$ cat config.mk
export PLATFORM = sky130hd
export DESIGN_NAME = regfile_wb_arbiter
export DESIGN_NICKNAME = d
export VERILOG_FILES = /design/src/rtl/regfile_wb_arbiter.sv
export SDC_FILE = /design/constraint.sdc
export NUM_CORES = 1
export LEC_CHECK = 0
export ABC_CLOCK_PERIOD_IN_PS = 3580
export CORE_MARGIN = 2
export CORE_UTILIZATION = 44
export CTS_BUF_LIST = sky130_fd_sc_hd__clkbuf_8
export DETAILED_ROUTE_END_ITERATION = 8
export GPL_TIMING_DRIVEN = 0
export PLACE_DENSITY = 0.9
export RECOVER_POWER = 25
export SLEW_MARGIN = 20
export SYNTH_ARGS = -nofsm -noshare
export SYNTH_HDL_FRONTEND = slang
export SYNTH_SLANG_ARGS = --single-unit
$ cat constraint.sdc
create_clock -name clk -period 3.58 [get_ports clk]
set_input_delay 0.716 -clock clk [delete_from_list [all_inputs] [get_ports clk]]
set_output_delay 0.716 -clock clk [all_outputs]
set_load 0.05 [all_outputs]
$ cat src/rtl/regfile_wb_arbiter.sv
// Round-robin arbiter for the register file's single write port, shared by the ALU and load writebacks.
// The winning write is staged for one cycle, and read ports can bypass from that staged write.
module regfile_wb_arbiter #(
  parameter int DATA_W = 16,
  parameter int ADDR_W = 5,
  parameter int CNT_W  = 8
) (
  input  logic              clk,
  input  logic              arst_n,
  input  logic              req0_valid,
  input  logic [ADDR_W-1:0] req0_addr,
  input  logic [DATA_W-1:0] req0_data,
  output logic              req0_ready,
  input  logic              req1_valid,
  input  logic [ADDR_W-1:0] req1_addr,
  input  logic [DATA_W-1:0] req1_data,
  output logic              req1_ready,
  input  logic [ADDR_W-1:0] raddr_1,
  input  logic [ADDR_W-1:0] raddr_2,
  output logic              byp_hit_1,
  output logic              byp_hit_2,
  output logic [DATA_W-1:0] byp_data,
  output logic              reg_write,
  output logic [ADDR_W-1:0] waddr,
  output logic [DATA_W-1:0] wdata,
  output logic              grant_id,
  output logic [CNT_W-1:0]  conflict_cnt
);

  localparam int NUM_RD = 2;

  typedef struct packed {
    logic [ADDR_W-1:0] addr;
    logic [DATA_W-1:0] data;
  } wb_req_t;

  wb_req_t                      req0, req1, win;
  logic                         rr_last;
  logic                         both, grant, gid;
  logic [NUM_RD-1:0][ADDR_W-1:0] raddr;
  logic [NUM_RD-1:0]            hit;

  assign req0 = '{addr: req0_addr, data: req0_data};
  assign req1 = '{addr: req1_addr, data: req1_data};
  assign both = req0_valid & req1_valid;

  // Readies depend only on the valids and rr_last, never on each other.
  assign req0_ready = req0_valid & (~req1_valid | rr_last);
  assign req1_ready = req1_valid & (~req0_valid | ~rr_last);
  assign grant      = req0_ready | req1_ready;
  assign gid        = req1_ready;
  assign win        = gid ? req1 : req0;

  always_ff @(posedge clk or negedge arst_n) begin
    if (!arst_n) begin
      rr_last      <= 1'b1;
      reg_write    <= 1'b0;
      waddr        <= '0;
      wdata        <= '0;
      grant_id     <= 1'b0;
      conflict_cnt <= '0;
    end else begin
      reg_write <= grant;
      if (grant) begin
        waddr    <= win.addr;
        wdata    <= win.data;
        grant_id <= gid;
        rr_last  <= gid;
      end
      if (both && conflict_cnt != {CNT_W{1'b1}})
        conflict_cnt <= conflict_cnt + 1'b1;
    end
  end

  assign raddr = {raddr_2, raddr_1};

  for (genvar k = 0; k < NUM_RD; k++) begin : g_byp
    assign hit[k] = reg_write & (raddr[k] == waddr);
  end

  assign byp_hit_1 = hit[0];
  assign byp_hit_2 = hit[1];
  assign byp_data  = wdata;

endmodule

* Yosys cells after proc, flatten, opt, wreduce, memory -nomap -nowiden
Index checks and enable logic that the tools add are counted.
** Storage, ports and cells
- Register bits :: 32
- Bits in latches :: 0
- Memory bits (writable) :: 0
- Memory bits (read-only) :: 0
- Input bits :: 56
- Output and inout bits :: 51
- Logic and storage cells :: 23
- Memories kept :: 0
** Cells by class
- Add/subtract/negate cells :: 1
- Multipliers :: 0
- Div/mod/pow operators :: 0
- Magnitude comparators :: 0
- Eq/ne operators :: 3
- Shifts and indexed selects :: 0
- Mux-type cells :: 1
- Bitwise gates (word level) :: 11
- Reductions and logical operators :: 1
** Operator list (number)
- $mux W21 :: 1
- $eq A5 B5 Y1 :: 2
- $add A8 B1 Y8 const B :: 1
- $ne A8 B8 Y1 const B :: 1
- $and A1 B1 Y1 :: 5
- $not A1 Y1 :: 3
- $or A1 B1 Y1 :: 3
- $logic_and A1 B1 Y1 :: 1

* Longest topological paths before layout
- Depth in word-level cells :: 4
- Depth in mapped cells :: 4
- Mapped depth without buffers :: 4

* Worst setup path before layout
OpenSTA, ideal clock, no wires.
- Path type :: input-to-output
- Start :: in req1_valid
- End :: out req1_ready
- Arrival time :: 2.074 ns
- Required time :: 2.864 ns
- Path slack :: 0.790 ns
- Cell stages on the path :: 2
- Path buffers :: 1
- Cell sequence :: buf_6 -> a21boi_0
** Between the ends
- Word-level cells in the longest chain between the ends :: 1
** RTL lines
- from (decl) :: RTL line 14 : input logic req1_valid,
- $and A1 B1 Y1 :: RTL line 49 : assign req1_ready = req1_valid & (~req0_valid | ~rr_last);
- to (decl) :: RTL line 17 : output logic req1_ready,
Every way passes these cells.

* Final worst setup path
- Start :: in req0_valid
- End :: out req0_ready
** Between the ends
- Word-level cells in the longest chain between the ends :: 1
** RTL lines
- from (decl) :: RTL line 10 : input logic req0_valid,
- $and A1 B1 Y1 :: RTL line 48 : assign req0_ready = req0_valid & (~req1_valid | rr_last);
- to (decl) :: RTL line 13 : output logic req0_ready,
Every way passes these cells.

==> results.toml <==
[run_status]
run_status = "complete, but fails checks"
violations_in_the_final_reports = "capacitance limit, slew limit"

[worst_setup_path]
setup.worst_path.start_class = "primary input"
reg2reg_depth = 4
critical_path.most_common_cell = "sky130_fd_sc_hd__clkdlybuf4s50_1"
critical_path.reg2reg.endpoint = "conflict_cnt[1]"
timing.critical_path.fanout_max = 10
critical_path_class = "in -> out"
critical_path_s_top_delay_family = "buffers and inverters"
worst-endpoint-arrival_ns = 2.72
critical_path_required_ns = 2.86
cp-end-kind = "primary output"
r2r_slack_ns = 2.03
path_cells = "clkdlybuf4s50_1 -> inv_2 -> clkbuf_1 -> nor2_1 -> clkdlybuf4s50_1"
critical_path.slowest_cell = "sky130_fd_sc_hd__clkdlybuf4s50_1"
r2r-start = "conflict_cnt[0]"
timing.critical_path.buf_inv = 4
largest_stage_delay_on_the_critical_path_ns = 0.81

[clock_network]
cts_made_buffers = 5
cts.reportedPaths.clkPinSlew_ns = 0.07
postCtsSetupBuffers = 0
cts_htree_levels = 2
cts_root_buffer = "sky130_fd_sc_hd__clkbuf_8"
clkSinkCount = 32
clock_latency_ns = 0.29
cts_tree = "built"
number_of_hold_buffers_added_after_cts = 0
clk_path_buf_depth = 2
post_cts_resized = 0

[drt]
avgRoutedWirePerCell_um = 15.2
dr.first_iter.drc_count = 94
post-route-drc-count = 0
detailedRoute.firstPassIterationCount = 4
routed.top_layer = "met4"
vias_per_cell = 5.31
drt-met1-wl_um = 2300
met2_length_um = 2640
via_count = 1905
antenna_violating_nets_post_route = 0
totalWireLength_um = 5470
dr_wl_met3_um = 421

[placement]
routabilityCongestion = 0.778
dpl_worst_slack_ns = 0.130
dpl.hpwl_um = 4090
io_buffer_count = 106

[global_route]
grt_pass1_vias = 1938
grt_max_degree = 30
global_route.overflow_total = 0
grt_usage_pct = 22.3
antenna_found_initial = 0
grt_pass1_wl_um = 8960

[power]
p_per_area_nw_per_um2 = 511
leakage_power_nw = 1.32
ir_drop_mv = 0.235

[timing]
layout_worst_path_cycle_share_pct = 95.9
final-max-slew-violation-count = 30
unrepaired_setup_endpoints_after_global_routing = "false"
hold_violations = 0
setup-tns-final_ns = 0
maxSlewHeadroom_pct = -7.30
fin_ws_ns = 0.148
whs_ns = 0.239
worst_pin_slew_ns = 1.61
maxClockFrequency_ghz = 0.291
post-route-min-period_ns = 3.43
worst_clock_skew_ns = 0.00728
setup-violations-final = 0

[synth]
ys_async_sr_fraction_pct = 100
synth-compound-area-share_pct = 11.7
synth.top_cells.by_area = "sky130_fd_sc_hd__dfrtp_1 (38%), sky130_fd_sc_hd__mux2i_1 (10%), sky130_fd_sc_hd__nor3b_1 (7.8%)"
main_flop_type_after_synthesis = "sky130_fd_sc_hd__dfrtp_1"
synth_xor_xnor_area_share_pct = 6.51
synth_simple_gate_area_share_pct = 18.7
syn_area_per_cell_um2 = 10.5
netlist_instances = 192
yosysWarnings = 0
synth_most_common_cell = "sky130_fd_sc_hd__dfrtp_1"
synth_fp_nets = 249
synthAdderAreaFrac_pct = 0.620
synthesis.area_um2 = 2020
synth_top_area_share_pct = 38.5
synthDominantAreaCellType = "sky130_fd_sc_hd__dfrtp_1"
synth.mux.area_fraction_pct = 11.5
synth_cell_types = 34
synth_top_family_by_area = "simple AND/OR/NAND/NOR gates"
sequential_fraction_of_the_synthesis_area_pct = 39.8
synth_enable_flop_cells = 0
synth_seq_cells = 32
synth.top_cells.by_count = "sky130_fd_sc_hd__dfrtp_1 (31), sky130_fd_sc_hd__mux2i_1 (21), sky130_fd_sc_hd__nor3_1 (21), sky130_fd_sc_hd__nor3b_1 (21), sky130_fd_sc_hd__a211oi_1 (20)"

[floorplanning]
placeableCoreArea_um2 = 4380
rows = 24
ioPinCount = 107
fp.dieH_um = 71.7
initial_utilization_pct = 46.0
fp.dieW_um = 71.7
dieArea_um2 = 5140

[cells_and_area]
post_route_cells_drive_above_1_share_pct = 13.0
area_delta_synth_final_pct = 60.2
final_nets = 363
antenna_cells_inserted = 0
num-fill-cells = 326

[min_path]
holdCritPathClass = "in -> async"

[flow_run]
drv_cap = 1
-- area by class of cell --
class,instances,area [µm²],area share (%)
clock inverter,2,7.51,0.232
buffer,29,218,6.74
tap,52,65.1,2.01
multi-input combinational,129,990,30.6
timing repair buffer,107,1060,32.8
clock buffer,6,82.6,2.56
sequential,32,802,24.8
inverter,2,7.51,0.232
-- report_power, final --
| part | internal (mW) | total, mW | switching [mW] |
|---|---|---|---|
| Combinational | 0.338 | 0.845 | 0.507 |
| Sequential | 0.433 | 0.521 | 0.0871 |
| Clock | 0.151 | 0.285 | 0.134 |
-- flip-flops by register name, indices dropped and copies added (netlist names) --
signal,cells
byp_data,16
conflict_cnt,8
waddr,5
rr_last,1
grant_id,1
reg_write,1
-- cell families (layout without fill, tap and decap cells) --
logic type / Yosys count / count (layout)
xor+xnor: 15 / 15
flops: 32 / 32
buf+inv: 31 / 146
fa+ha+maj: 1 / 1
simple gates: 60 / 60
mux: 23 / 23
compound gates: 30 / 30
-- layer usage --
metal | up-vias | GRT usage, %
li1 | 925 | -
met2 | 78 | 38.0
met4 | 0 | 7.55
met5 | - | 0
met1 | 891 | 27.0
met3 | 11 | 6.33
-- how the worst max path moves through the flow --
stage,endpoint,start,cells past startpoint
final,req0_ready,req0_valid,5
after global routing,req0_ready,req0_valid,5
after CTS,req0_ready,req0_valid,5
after detailed placement,req0_ready,req0_valid,5
after global placement,req0_ready,req0_valid,5
after floorplan,req1_ready,req1_valid,2
-- cells in the final DEF, fill, tap and decap left out, types with 2 or more instances in the layout --
master,instances
sky130_fd_sc_hd__a21o_1,2
sky130_fd_sc_hd__a211oi_1,20
sky130_fd_sc_hd__mux2i_1,21
sky130_fd_sc_hd__nor2_1,3
sky130_fd_sc_hd__nor4_1,2
sky130_fd_sc_hd__buf_12,2
sky130_fd_sc_hd__a211oi_2,2
sky130_fd_sc_hd__dfrtp_1,31
sky130_fd_sc_hd__nor3b_1,21
sky130_fd_sc_hd__nand3_1,2
sky130_fd_sc_hd__inv_1,3
sky130_fd_sc_hd__clkbuf_1,7
sky130_fd_sc_hd__and3_1,3
sky130_fd_sc_hd__buf_4,17
sky130_fd_sc_hd__nand4_1,3
sky130_fd_sc_hd__mux2_2,2
sky130_fd_sc_hd__o211ai_1,2
sky130_fd_sc_hd__clkdlybuf4s50_1,105
sky130_fd_sc_hd__nor3_1,21
sky130_fd_sc_hd__clkbuf_8,6
sky130_fd_sc_hd__xor2_1,9
sky130_fd_sc_hd__xnor2_1,6
sky130_fd_sc_hd__buf_2,4
-- through the flow --
step | instances | total power, mW | util [%] | area (µm²)
6_report | 359 | 1.65 | 73.7 | 3230
5_1_grt | 359 | 1.73 | 73.7 | 3230
4_1_cts | 359 | 1.66 | 74.1 | 3250
3_5_place_dp | 351 | 1.38 | 72.0 | 3160
3_3_place_gp | 350 | 1.36 | 71.7 | 3140
2_1_floorplan | 192 | 1.06 | - | 2020
(Power assumes the default switching activity.)
